File: config.mk
export PLATFORM = sky130hd
export DESIGN_NAME = alu_sequencer
export DESIGN_NICKNAME = d
export VERILOG_FILES = /design/src/rtl/alu_pkg.sv /design/src/rtl/alu_sequencer.sv
export SDC_FILE = /design/constraint.sdc
export NUM_CORES = 1
export LEC_CHECK = 0
export CAP_MARGIN = 20
export CORE_ASPECT_RATIO = 0.8
export CORE_UTILIZATION = 42
export CTS_CLUSTER_DIAMETER = 50
export CTS_CLUSTER_SIZE = 28
export DETAILED_ROUTE_END_ITERATION = 8
export GPL_TIMING_DRIVEN = 0
export PLACE_DENSITY_LB_ADDON = 0.08
export SLEW_MARGIN = 15
export SYNTH_ARGS = -nofsm -noshare
export SYNTH_HDL_FRONTEND = slang
export SYNTH_SLANG_ARGS = --single-unit
File: constraint.sdc
create_clock -name clk -period 1.7 [get_ports clk]
set_input_delay 0.255 -clock clk [delete_from_list [all_inputs] [get_ports clk]]
set_output_delay 0.255 -clock clk [all_outputs]
set_load 0.01 [all_outputs]
File: src/rtl/alu_pkg.sv
// Shared ALU package.
// Contents: ALU op enum, sequencer state enum, flag bit positions {Z N H C},
// and helpers for splitting a 16-bit op into two byte passes.
package alu_pkg;

  typedef enum logic [3:0] {
    alu_NOP, alu_ADD, alu_ADC, alu_SUB, alu_SBC, alu_AND, alu_OR, alu_XOR
  } alu_op_t;

  typedef enum logic [1:0] {IDLE, LO, HI, RESP} seq_state_t;

  localparam int FLAG_Z = 3;
  localparam int FLAG_N = 2;
  localparam int FLAG_H = 1;
  localparam int FLAG_C = 0;

  // High byte must chain the low byte's carry/borrow.
  function automatic alu_op_t hi_op(input alu_op_t op);
    case (op)
      alu_ADD, alu_ADC: hi_op = alu_ADC;
      alu_SUB, alu_SBC: hi_op = alu_SBC;
      default:          hi_op = op;
    endcase
  endfunction

  // Only carry-chained arithmetic can be widened.
  function automatic logic is_wide_op(input alu_op_t op);
    is_wide_op = (op == alu_ADD) || (op == alu_ADC) ||
                 (op == alu_SUB) || (op == alu_SBC);
  endfunction

endpackage

File: src/rtl/alu_sequencer.sv
// Sequences 8- and 16-bit ALU operations through an external byte ALU and
// owns the architectural flag register F {Z N H C}.
// Ports:
//   clk, rst_b                  - clock, async active-low reset
//   req_valid/ready, req_op, req_wide, req_a, req_b - request handshake
//   alu_op_A/B, alu_op_code, alu_curr_flags         - drive to external ALU
//   alu_result, alu_next_flags                      - from external ALU
//   rsp_valid/ready, rsp_result, rsp_flags          - response handshake
//   flags_q                     - architectural F register
//   flags_we, flags_wdata       - direct F write, honoured in IDLE only
// Flow: IDLE -> LO -> (HI if wide) -> RESP -> IDLE.
module alu_sequencer
  import alu_pkg::*;
(
  input  logic        clk,
  input  logic        rst_b,
  input  logic        req_valid,
  output logic        req_ready,
  input  alu_op_t     req_op,
  input  logic        req_wide,
  input  logic [15:0] req_a,
  input  logic [15:0] req_b,
  output logic [7:0]  alu_op_A,
  output logic [7:0]  alu_op_B,
  output alu_op_t     alu_op_code,
  output logic [3:0]  alu_curr_flags,
  input  logic [7:0]  alu_result,
  input  logic [3:0]  alu_next_flags,
  output logic        rsp_valid,
  input  logic        rsp_ready,
  output logic [15:0] rsp_result,
  output logic [3:0]  rsp_flags,
  output logic [3:0]  flags_q,
  input  logic        flags_we,
  input  logic [3:0]  flags_wdata
);

  seq_state_t  state_q, state_d;
  alu_op_t     op_q, op_d;
  logic        wide_q, wide_d;
  logic [15:0] a_q, a_d, b_q, b_d;
  logic [7:0]  lo_res_q, lo_res_d;
  logic [3:0]  lo_flags_q, lo_flags_d;
  logic [3:0]  flags_d;
  logic [15:0] rsp_result_q, rsp_result_d;
  logic [3:0]  rsp_flags_q, rsp_flags_d;

  always_ff @(posedge clk or negedge rst_b) begin
    if (!rst_b) begin
      state_q      <= IDLE;
      op_q         <= alu_NOP;
      wide_q       <= 1'b0;
      a_q          <= '0;
      b_q          <= '0;
      lo_res_q     <= '0;
      lo_flags_q   <= '0;
      flags_q      <= '0;
      rsp_result_q <= '0;
      rsp_flags_q  <= '0;
    end else begin
      state_q      <= state_d;
      op_q         <= op_d;
      wide_q       <= wide_d;
      a_q          <= a_d;
      b_q          <= b_d;
      lo_res_q     <= lo_res_d;
      lo_flags_q   <= lo_flags_d;
      flags_q      <= flags_d;
      rsp_result_q <= rsp_result_d;
      rsp_flags_q  <= rsp_flags_d;
    end
  end

  // Next state. The response registers and F are written on the same edge
  // that enters RESP, so F only ever changes on a completed op or flags_we.
  always_comb begin
    state_d      = state_q;
    op_d         = op_q;
    wide_d       = wide_q;
    a_d          = a_q;
    b_d          = b_q;
    lo_res_d     = lo_res_q;
    lo_flags_d   = lo_flags_q;
    flags_d      = flags_q;
    rsp_result_d = rsp_result_q;
    rsp_flags_d  = rsp_flags_q;
    case (state_q)
      IDLE: begin
        if (flags_we) flags_d = flags_wdata;
        if (req_valid) begin
          op_d    = req_op;
          wide_d  = req_wide && is_wide_op(req_op);
          a_d     = req_a;
          b_d     = req_b;
          state_d = LO;
        end
      end
      LO: begin
        lo_res_d   = alu_result;
        lo_flags_d = alu_next_flags;
        if (wide_q) begin
          state_d = HI;
        end else begin
          rsp_result_d = {8'h00, alu_result};
          rsp_flags_d  = alu_next_flags;
          flags_d      = alu_next_flags;
          state_d      = RESP;
        end
      end
      HI: begin
        // Z of a 16-bit op is not derivable from the high byte alone; keep
        // the pre-op Z and take N/H/C from the high pass.
        rsp_result_d = {alu_result, lo_res_q};
        rsp_flags_d  = {flags_q[FLAG_Z], alu_next_flags[FLAG_N:FLAG_C]};
        flags_d      = {flags_q[FLAG_Z], alu_next_flags[FLAG_N:FLAG_C]};
        state_d      = RESP;
      end
      RESP: if (rsp_ready) state_d = IDLE;
      default: state_d = IDLE;
    endcase
  end

  // ALU drive.
  always_comb begin
    alu_op_A       = '0;
    alu_op_B       = '0;
    alu_op_code    = alu_NOP;
    alu_curr_flags = flags_q;
    case (state_q)
      LO: begin
        alu_op_A    = a_q[7:0];
        alu_op_B    = b_q[7:0];
        alu_op_code = op_q;
      end
      HI: begin
        alu_op_A       = a_q[15:8];
        alu_op_B       = b_q[15:8];
        alu_op_code    = hi_op(op_q);
        alu_curr_flags = lo_flags_q;
      end
      default: ;
    endcase
  end

  assign req_ready  = (state_q == IDLE);
  assign rsp_valid  = (state_q == RESP);
  assign rsp_result = rsp_result_q;
  assign rsp_flags  = rsp_flags_q;

endmodule

### Word level (Yosys, flattened, before mapping)

Index checks and enable logic that the tools add are counted.
W data, S select, Z words.

| storage, ports and cells | value |
|---|---|
| bits in registers | 75 |
| input bits | 58 |
| output and inout bits | 50 |
| logic and storage cells | 57 |

| operators by class | value |
|---|---|
| equal/unequal tests | 15 |
| mux-type cells | 15 |
| bitwise logic cells | 1 |
| reduce and logical (&&, ||, !) cells | 15 |

Operators with widths:

| kind | count |
|---|---|
| $pmux W16 S2 | 1 |
| $pmux W8 S2 | 2 |
| $pmux W4 S2 | 3 |
| $eq A4 B2 Y1 const B | 4 |
| $mux W16 | 1 |
| $mux W4 | 3 |
| $pmux W4 S3 | 1 |
| $eq A4 B1 Y1 const B | 2 |
| $eq A4 B3 Y1 const B | 2 |
| $pmux W2 S4 | 1 |
| $reduce_and A2 Y1 | 3 |
| $eq A2 B2 Y1 const B | 2 |
| $mux W2 | 2 |
| $ne A2 B1 Y1 const B | 2 |
| $ne A2 B2 Y1 const B | 2 |
| $reduce_and A4 Y1 | 1 |
| $reduce_bool A2 Y1 | 2 |
| $reduce_or A2 Y1 | 2 |
| $logic_or A1 B1 Y1 | 3 |
| $reduce_and A3 Y1 | 1 |
| $reduce_bool A3 Y1 | 1 |
| $eq A2 B1 Y1 const B | 1 |
| $logic_not A2 Y1 | 1 |
| $logic_and A1 B1 Y1 | 1 |
| other kinds (2) | 2 |

### Depth between registers and ports, before layout

Gate-level depths: netlist of run 1.

| logic depth | value |
|---|---|
| depth in word-level cells | 5 |
| mapped depth | 7 |
| gate-level depth less buffers | 5 |

### Least setup slack after synthesis of run 1

OpenSTA, ideal clock, no wires.

| path | value |
|---|---|
| path type | register to register |
| start | register state_q[0] |
| end | register flags_q[3] |
| data arrival time | 1602 ps |
| required time | 1572 ps |
| setup slack | -29 ps |
| cell stages (with the launch flop) | 6 |
| path buffers | 0 |
| clock period less this slack | 1729 ps |
| cells stage by stage | dfrtp_1 -> inv_1 -> ha_1 -> and2b_1 -> a2111oi_4 -> mux2_1 |

| on the way | value |
|---|---|
| word-level cells in the longest chain between the ends | 3 |
| elaborated cells on any way between the ends | 9 |
| classes of those cells | eq/ne (4); mux (1); bitwise (1); reduce/logical (3) |

Ends and longest elaborated chain:

| item | RTL line | source |
|---|---|---|
| from (decl) | alu_sequencer.sv:38 | `seq_state_t state_q, state_d;` |
| from (signal assigned) | alu_sequencer.sv:61 | `state_q <= state_d;` |
| $logic_not A2 Y1 * | - |  |
| via req_ready | alu_sequencer.sv:18 | `output logic req_ready,` |
| $ne A2 B1 Y1 (no line) / $reduce_bool A2 Y1 (equally long branches) | - |  |
| $reduce_and A4 Y1 (no line) | - |  |
| to (signal assigned) | alu_sequencer.sv:68 | `flags_q <= flags_d;` |
| to (decl) | alu_sequencer.sv:33 | `output logic [3:0] flags_q,` |

The timed path passes the listed nets; every way through them passes the cells marked *.
A chain may end at the register's enable or synchronous reset.

### Worst setup path in the final report of run 1

| path | value |
|---|---|
| start | register state_q[0] |
| end | output port alu_op_code[0] |

| on the way | value |
|---|---|
| word-level cells in the longest chain between the ends | 2 |
| elaborated cells on any way between the ends | 3 |
| classes of those cells | eq/ne (2); mux (1) |

Ends and longest elaborated chain:

| item | RTL line | source |
|---|---|---|
| $eq A2 B2 Y1 / $eq A2 B1 Y1 (equally long branches) | alu_sequencer.sv:129 | `case (state_q)` |
| $pmux W4 S2 * | alu_sequencer.sv:129 |  |
| to (decl) | alu_sequencer.sv:25 | `output alu_op_t alu_op_code,` |

Every way passes the cells marked *; elsewhere a longest branch is shown, timed or not.

==> results.md, run 1 <==
* Max cap viols at 0
* EDFF count, synth at 0
* Drt via density at roughly 5.1
* Fill cell count at between 500 and 600
* GR met3 Demand/Resource at 6.67%
* Path type of the worst setup path: reg -> out
* Max-slew headroom at between 60% and 70%
* Hold Vio Cnt, Final at 0
* Leak Pwr at 2.37 nW
* Violations in the final reports: setup timing
* Detail Route Antenna Nets at 0
* Final Max Slew Viols at 0
* Number of port buffers at ~110
* Die footprint at 0.00865 sq mm
* Global placement routability congestion at 0.749
* Initial antenna violation count at 0
* Top-area cell type share of the netlist area at a little over half
* Worst-Margin Slew at 0.520 ns
* Worst path arrival time at about 1.8 ns
* Peak VDD IR at 1.22 mV
* Synth Warn # at 0
* Pin count of the biggest net entering global routing at 40
* Max Root-Sink Buffers at 2
* Dpl hpwl at about 5900 um
* Max Freq at approximately 500 MHz
* Clk pin slew, worst setup/hold paths at 0.08 ns
* Core Region at 0.00798 sq mm
* Vias post-DR at ~2700
* Total Routing Usage GR at between 20% and 30%
* Post-layout minimum cycle time at roughly 2 ns
* I/O pin total at between 100 and 150
* Register area share after synthesis at ~54%
* Syn_area_per_cell at about 12 sq um
* First-pass GRT wire length at 14400 um
* Critical path data required time at roughly 1.4 ns
* CTS sink count at 75
* Unrepaired setup endpoints after global routing: true
* Rows at 29
* Vias in the first global route at 2735
* Design Area, Final at about 0.0055 sq mm
* Met2 Use GR at 33.7%
* Final worst-path cycle share at 121%
* GRT Max-Usage Layer: met2
* Post-Place Worst Slack at -0.799 ns
* Clock Latency Late Sink at around 0.35 ns
* Mapped cell area at 0.00348 sq mm
* Final WS setup at -0.351 ns
* Detailed Route WL at about 9300 um
* Cell variety after synth at 34
* Area delta synth->final at 57.5%
* H-Tree Level Count at 3
* TritonCTS clock tree: done
* Root Buffer Master: clkbuf_8
* 1st-pass router iterations at 4
* DR WL/cell at 17.3 um
* Critical path capture point type: output pin
* Share of layout cells above drive strength 1 at approximately 41%
* Syn nets at ~340
* Overall Power at 12.0 mW
* Final setup fails at 28
* Leading area contributor after synthesis: dfrtp_1
* Mapped Cells at 281
* Worst min-delay path class: in -> async
* Initial drt markers at 55
* GR Util met1 at just under 30%
* Largest cells by area after synthesis: dfrtp_1 54%, mux2_2 13%, mux2_4 4.3%
* GRT overflow at 0
* Critical Path Fanout Max at 8
* Diode count at 0
* Clock Skews at between 0.009 and 0.01 ns
* CP Launch Type: flip-flop
* Async SR Flop Fraction at 100%
* Die Wd at 104 um
* # DRC at 0
* Most used DFF post-synth: dfrtp_1
* Status: finished, violations left
* Core Util, Final at approximately 69%
* Total CTS buffers at 9
* Power per Cell Area at about 2200 mW/mm^2
* Effective utilization at floorplan at between 40% and 50%
* Final net count at 484
* Flops & latches, synth at 75
* Area after DPL at around 0.0047 sq mm
* Die height at between 80 and 90 um
* Worst hold slack at 0.437 ns
[stage by stage]
stage / cells / setup TNS [ns]
finish: 535 / -7.69
global route: 535 / -9.55
detailed placement: 497 / -17.40
global placement: 496 / -192.63
CTS: 528 / -7.02
floorplan: 281 / 0
[cell usage after synthesis (all sizes together) (2+ instances only)]
cell and n:
a21oi 2, nor2b 3, a22oi 16, o21a 2, ha 4, buf 17
nand2 27, mux2 59, nor2 21, o21ai 20, dfrtp 75, inv 6
o31ai 2, nand3 2, mux2i 10, a22o 3, clkbuf 2
[cells by family after synthesis]
kind of cell	synth area share [%]
AOI/OAI and AO/OA	10.7
xor gates and xnor gates	0.252
adders and majority gates	1.44
buffers and inverters	4.00
DFF	54.0
muxes	23.1
and+or+nand+nor	6.59
[placed cells by master (no fill, tap or decap), types with 3 or more instances in the layout]
master           netlist  final
mux2_4                10     19
clkbuf_16              0      3
buf_6                  3     22
mux2i_1               10     10
nor2b_1                3      3
buf_4                  3     14
nand2_1               27     27
mux2_1                 9      8
inv_1                  5      3
clkdlybuf4s50_1        0     80
ha_4                   0      3
nor2_4                 0      6
clkinvlp_4             0      4
mux2_2                40     32
buf_12                 0      8
o21ai_1                4      4
buf_8                  0      4
buf_2                  9     15
a22oi_2                0     16
clkbuf_8               0      9
nor2_2                 0      9
a22o_1                 3      3
dfrtp_1               75     75
nor2_1                21      6
o21ai_0               16     15
[power by group]
group | switching, mW | internal (mW)
Sequential | 0.640 | 2.72
Combinational | 3.21 | 4.24
Clock | 0.696 | 0.536
[state kept, by name, indices dropped and copies added (netlist names)]
register	count
flags_q	4
rsp_result	16
a_q	16
lo_res_q	8
rsp_flags	4
b_q	16
lo_flags_q	4
wide_q	1
op_q	4
state_q	2
[critical path, cell delays in order (launching register included)]
cell and delay (ns):
dfrtp_1 0.43, buf_6 0.14, ha_4 0.16, buf_12 0.14, buf_12 0.12, o311a_1 0.30
buf_2 0.15
[cell type report]
type                       instances  area [sq um]  area share (%)
sequential                        75          1880            34.3
multi-input combinational        181          1710            31.3
timing repair buffer             132          1310            23.9
buffer                            17           248            4.53
tap                              108           135            2.47
clock buffer                      11           131            2.40
clock inverter                     5          38.8           0.709
inverter                           6          25.0           0.457
[worst paths after layout]
check | cells after the start | slack, ns | from | end
setup / recovery | 6 | -0.35 | state_q[0] | alu_op_code[0]
hold / removal | 2 | 0.44 | rst_b | lo_flags_q[2]
setup reg to reg | 7 | -0.26 | state_q[0] | flags_q[3]
hold reg to reg | 2 | 0.49 | rsp_result[10] | rsp_result[10]
max in group asynchronous | 3 | 0.66 | rst_b | a_q[6]
min in group clk | 3 | 0.49 | alu_result[4] | rsp_result[12]
[per-layer routing]
metal / wire length, um / share of wire, % / vias up
met5: 0 / 0 / -
met4: 92 / 0.99 / 0
met3: 510 / 5.5 / 10
met2: 4420 / 48 / 80
met1: 4260 / 46 / 1357
li1: - / - / 1268
[timing repair]
action,CTS,global route
gates cloned,0,2
endpoints found under the setup margin,65,65
hold endpoints to repair,38,0
hold buffers,1,0
gates resized for setup,183,42
buffers inserted,14,9
pin swaps,6,21
No activity file was read; power rests on OpenSTA's default activity.
==> run 2: changes to the inputs <==
--- a/config.mk
+++ b/config.mk
@@ -5,9 +5,10 @@
 export SDC_FILE = /design/constraint.sdc
 export NUM_CORES = 1
 export LEC_CHECK = 0
+export ABC_AREA = 1
 export CAP_MARGIN = 20
 export CORE_ASPECT_RATIO = 0.8
-export CORE_UTILIZATION = 42
+export CORE_UTILIZATION = 43
 export CTS_CLUSTER_DIAMETER = 50
 export CTS_CLUSTER_SIZE = 28
 export DETAILED_ROUTE_END_ITERATION = 8
==> results.md, run 2 <==
* Slowest Stage Delay on Critical Path at 0.43 ns
* Peak VDD IR at between 1 and 1.5 mV
* Synth Warn # at 0
* Final WS setup at -0.272 ns
* Top-area cell type share of the netlist area at a little over half
* R2R cell count at 9
* Mapped cell area at between 0.003 and 0.004 sq mm
* Power per Cell Area at about 2100 mW/mm^2
* Vias in the first global route at around 3100
* Initial antenna violation count at 0
* DR WL/cell at about 15 um
* Diode count at 0
* Max Root-Sink Buffers at 2
* Max Freq at around 500 MHz
* Total CTS buffers at 9
* Reg-to-reg startpoint: state_q[0]
* I/O pin total at 108
* TritonCTS clock tree: done
* Commonest non-fill, non-tap cells in the layout: 130 x nand2_1, 80 x clkdlybuf4s50_1, 75 x dfrtp_1
* Detailed Route WL at 9210 um
* Critical Path, Cell by Cell: inv_2 > ha_4 > buf_8 > inv_8 > nand2_8 > nand2_4 > nor3b_4 > buf_2
* Post-synth top cells: 133 x nand2_1, 75 x dfrtp_1, 31 x mux2_4, 28 x inv_1, 25 x o21ai_0
* Initial drt markers at 101
* Effective utilization at floorplan at 44.7%
* Levels on crit path at 8
* Critical path capture point type: output pin
* Number of port buffers at around 110
* Mapped Cells at around 370
* CTS sink count at between 70 and 80
* Max-slew headroom at 74.7%
* Critical Path Fanout Max at 6
* Leading area contributor after synthesis: dfrtp_1
* Buffers & Inverters on Critical Path at 4
* Cell with the most instances after synthesis: nand2_1
* Path type of the worst setup path: reg -> out
* FF+latch area at between 0.0015 and 0.002 sq mm
* Flops & latches, synth at 75
* Status: finished, violations left
* Max cap viols at 0
* Crit path max-delay family: buffers and inverters
* Hold Vio Cnt, Final at 0
* Most common cell after layout, fill and taps aside: nand2_1
* # DRC at 0
* CP Launch Type: flip-flop
* EDFF count, synth at 0
* Final Max Slew Viols at 0
* Drt via density at between 4 and 5
* Cell variety after synth at 22
* Violations in the final reports: setup timing
* Die Wd at roughly 100 um
* Die footprint at approximately 0.0087 sq mm
* Clock Skews at about 0.0088 ns
* Worst-Margin Slew at about 0.38 ns
* H-Tree Level Count at 3
* Reg-to-reg endpoint: rsp_result[1]
* Rows at 29
* Clk pin slew, worst setup/hold paths at about 0.08 ns
* Final net count at about 570
* Share of layout cells above drive strength 1 at 28.2%
* Dpl hpwl at 6260 um
* Pin count of the biggest net entering global routing at 49
* Area delta synth->final at 49.4%
* Async SR Flop Fraction at 100%
* Vias post-DR at approximately 3100
* Final worst-path cycle share at 116%
* First-pass GRT wire length at roughly 15000 um
* Global placement routability congestion at 0.758
* Critical path data required time at between 1 and 1.5 ns
* Die height at between 80 and 90 um
* GRT overflow at 0
* Fill cell count at 644
* Syn_area_per_cell at between 9 and 10 sq um
* Largest cells by area after synthesis: dfrtp_1 52%, nand2_1 14%, mux2_4 13%
* Final setup fails at 24
* Register area share after synthesis at between 50% and 60%
* Unrepaired setup endpoints after global routing: true
* Area occupied by multi-input gates at roughly 0.0017 sq mm
* Most used DFF post-synth: dfrtp_1
* Setup_tns at -5.59 ns
* Leak Pwr at around 2.6 nW
* Core Region at 0.00802 sq mm
* Overall Power at about 11 mW
* Clock Latency Late Sink at roughly 0.35 ns
* Flop2flop setup slack at roughly 0.09 ns
* Detail Route Antenna Nets at 0
* Worst path arrival time at 1.72 ns
* Worst min-delay path class: in -> async
* Syn nets at approximately 440
* Total Routing Usage GR at between 20% and 30%
* Root Buffer Master: clkbuf_8
* Post-layout minimum cycle time at between 1.5 and 2 ns
* 1st-pass router iterations at 4
* Worst path slowest cell: dfrtp_1
run 2: layout make-up:
| cell class | instances | share of cell area, % |
|---|---|---|
| plain buffers | 19 | 3.79 |
| clock buffers | 9 | 2.31 |
| clock inverters | 7 | 1.99 |
| inverters | 30 | 2.43 |
| multi-input cells | 250 | 30.9 |
| flip-flops and latches | 75 | 35.1 |
| well taps | 108 | 2.52 |
| repair buffers | 127 | 21.0 |
run 2: repair_timing:
| action | in CTS | in global routing |
|---|---|---|
| hold endpoints to repair | 27 | 0 |
| buffers inserted | 13 | 4 |
| pin swaps | 1 | 7 |
| setup endpoints to repair | 32 | 41 |
| gates resized for setup | 163 | 15 |
| gates cloned | 1 | 0 |
| hold buffers | 1 | 0 |
run 2: power breakdown:
| part | leakage (nW) | total, mW | internal (mW) | switching [mW] |
|---|---|---|---|---|
| clock network | 0.117 | 1.57 | 0.855 | 0.714 |
| logic | 1.56 | 6.51 | 3.23 | 3.28 |
| registers | 0.914 | 3.14 | 2.65 | 0.493 |
| total | 2.59 | 11.2 | 6.74 | 4.48 |
run 2: worst max-delay path by stage:
stage	slack (ns)	to	from
final	-0.27	alu_op_code[0]	state_q[1]
after global placement	-2.28	a_q[4]	rst_b
after floorplan	0.10	alu_op_code[0]	state_q[1]
after CTS	-0.24	alu_op_code[1]	state_q[1]
after global routing	-0.36	alu_op_code[0]	state_q[1]
after detailed placement	-0.61	alu_op_code[0]	state_q[1]
run 2: layer usage:
| metal | vias to the layer above | global-route usage, % | part of all wire [%] |
|---|---|---|---|
| met3 | 14 | 6.17 | 5.0 |
| met2 | 94 | 35.2 | 47 |
| met5 | - | 0 | 0 |
| met1 | 1465 | 29.0 | 46 |
| li1 | 1492 | - | - |
| met4 | 0 | 6.62 | 1.4 |
run 2: stage by stage:
step | hold slack (ns) | area [sq um] | utilization [%] | cells | setup slack (ns)
3_5_place_dp | 0.198 | 4810 | 60.0 | 590 | -0.613
4_1_cts | 0.371 | 5260 | 65.6 | 621 | -0.237
3_3_place_gp | 0.463 | 4790 | 59.7 | 589 | -2.28
5_1_grt | 0.390 | 5350 | 66.7 | 625 | -0.363
6_report | 0.369 | 5350 | 66.7 | 625 | -0.272
2_1_floorplan | -0.0406 | 3580 | - | 374 | 0.101
run 2: cells by family (layout without fill, tap and decap cells):
| family | count (synthesis) | count (layout) | share of synthesized area (%) |
|---|---|---|---|
| simple gates | 151 | 151 | 16.5 |
| mux | 32 | 32 | 13.3 |
| flops | 75 | 75 | 52.4 |
| compound gates | 63 | 63 | 9.99 |
| fa+ha+maj | 4 | 4 | 1.40 |
| buf+inv | 49 | 192 | 6.42 |
==> RTL edit, RTL diff (settings of run 1) <==
Register the output `alu_curr_flags`, without a reset; this adds one clock of latency there. The other outputs are not delayed to match.
--- a/src/rtl/alu_sequencer.sv
+++ b/src/rtl/alu_sequencer.sv
@@ -34,6 +34,8 @@
   input  logic        flags_we,
   input  logic [3:0]  flags_wdata
 );
+
+  logic [3:0] alu_curr_flags_d;
 
   seq_state_t  state_q, state_d;
   alu_op_t     op_q, op_d;
@@ -125,7 +127,7 @@
     alu_op_A       = '0;
     alu_op_B       = '0;
     alu_op_code    = alu_NOP;
-    alu_curr_flags = flags_q;
+    alu_curr_flags_d = flags_q;
     case (state_q)
       LO: begin
         alu_op_A    = a_q[7:0];
@@ -136,7 +138,7 @@
         alu_op_A       = a_q[15:8];
         alu_op_B       = b_q[15:8];
         alu_op_code    = hi_op(op_q);
-        alu_curr_flags = lo_flags_q;
+        alu_curr_flags_d = lo_flags_q;
       end
       default: ;
     endcase
@@ -147,5 +149,9 @@
   assign rsp_result = rsp_result_q;
   assign rsp_flags  = rsp_flags_q;
 
+  always_ff @(posedge clk) begin
+    alu_curr_flags <= alu_curr_flags_d;
+  end
+
 endmodule
 
Function: changed (Yosys sat finds a counterexample within 4 cycles, from zero or initial values and one cycle with rst_b low).
==> RTL edit against run 1 <==
  * The flow still finishes with violations (negative setup slack)
  * Sequential cell count increased by 4
  * Via count up 2.0%
  * Power grew 6.4%
  * Wire length increased by 3.6%
  * Sequential power grew 4%
  * Synthesized area increased by 3.1%
  * Non-clock buffer count grew 4
  * Cell area rose by 3.9%
  * Setup slack improved by 0.023 ns
==> RTL edit: results <==
export IMPL_nets=493
export IMPL_wl_met1_mm=4.356
export IMPL_grt_max_degree=42
export IMPL_grt_pass1_vias=2969
export IMPL_layoutNonFillerInstCount=544
export IMPL_wl_met3_um=508
export IMPL_post_cts_resize_count=184
export IMPL_status="finished, violations left"
export IMPL_met3_usage_pct=6.522
export IMPL_syn_nets=347
export IMPL_fin_hold_ws_ns=0.3865
export IMPL_layout_setup_ws_ns=-0.3281
export IMPL_setup_violations=24
export IMPL_ir_worst_vdd_mv=0.9426
export IMPL_muxShareOfSynthArea_pct=23.22
export IMPL_placed_area_um2=4810
export IMPL_pre_cts_ws_ns=-0.8377
export IMPL_worstRegToRegCells=6
export IMPL_dp_hpwl_mm=6.115
export IMPL_avgSynthCellArea_um2=12.57
export IMPL_critPathMaxStageDelay_ns=0.41
export IMPL_crit_path_end="alu_op_code[2]"
export IMPL_violations="negative setup slack"
export IMPL_leakage_nw=2.493
export IMPL_via_per_inst=5.088
export IMPL_worstPathArrival_ns=1.77
export IMPL_grtUsageMet1_pct=29.33
export IMPL_slew_headroom_pct=67.76
export IMPL_clock_skew_ns=0.01122
export IMPL_use_met2_pct=36.60
export IMPL_routabilityCongestion=0.7231
export IMPL_drive_above_1_share_pct=43.12
export IMPL_synthTopCellsByArea="dfrtp_1, mux2_2, mux2_4, a22oi_1, nand2_1"
export IMPL_met2_length_mm=4.554
RTL edit: cell count changes in the layout (fill, tap and decap cells not counted), sizes merged, moves of 2 or more:
cell and delta:
dfxtp +4, clkinvlp -4, clkdlybuf4s15 -2, bufinv +3, clkbuf +2, clkdlybuf4s50 +4
RTL edit: through the flow:
stage          TNS [ns]  util [%]  power [W]
2_1_floorplan         0         -   0.006633
3_3_place_gp    -188.11     59.22   0.008734
3_5_place_dp     -16.15     59.44   0.008892
4_1_cts          -5.394     68.83    0.01234
5_1_grt          -7.056     70.28    0.01356
6_report         -5.675     70.28    0.01281
RTL edit: layout make-up:
type / instances / area (µm²)
multi-input cells: 182 / 1722
plain buffers: 18 / 305.3
flip-flops and latches: 79 / 1957
clock buffers: 13 / 158.9
repair buffers: 135 / 1289
inverters: 6 / 30.03
fillers: 588 / 2405
clock inverters: 3 / 90.09
well taps: 108 / 135.1
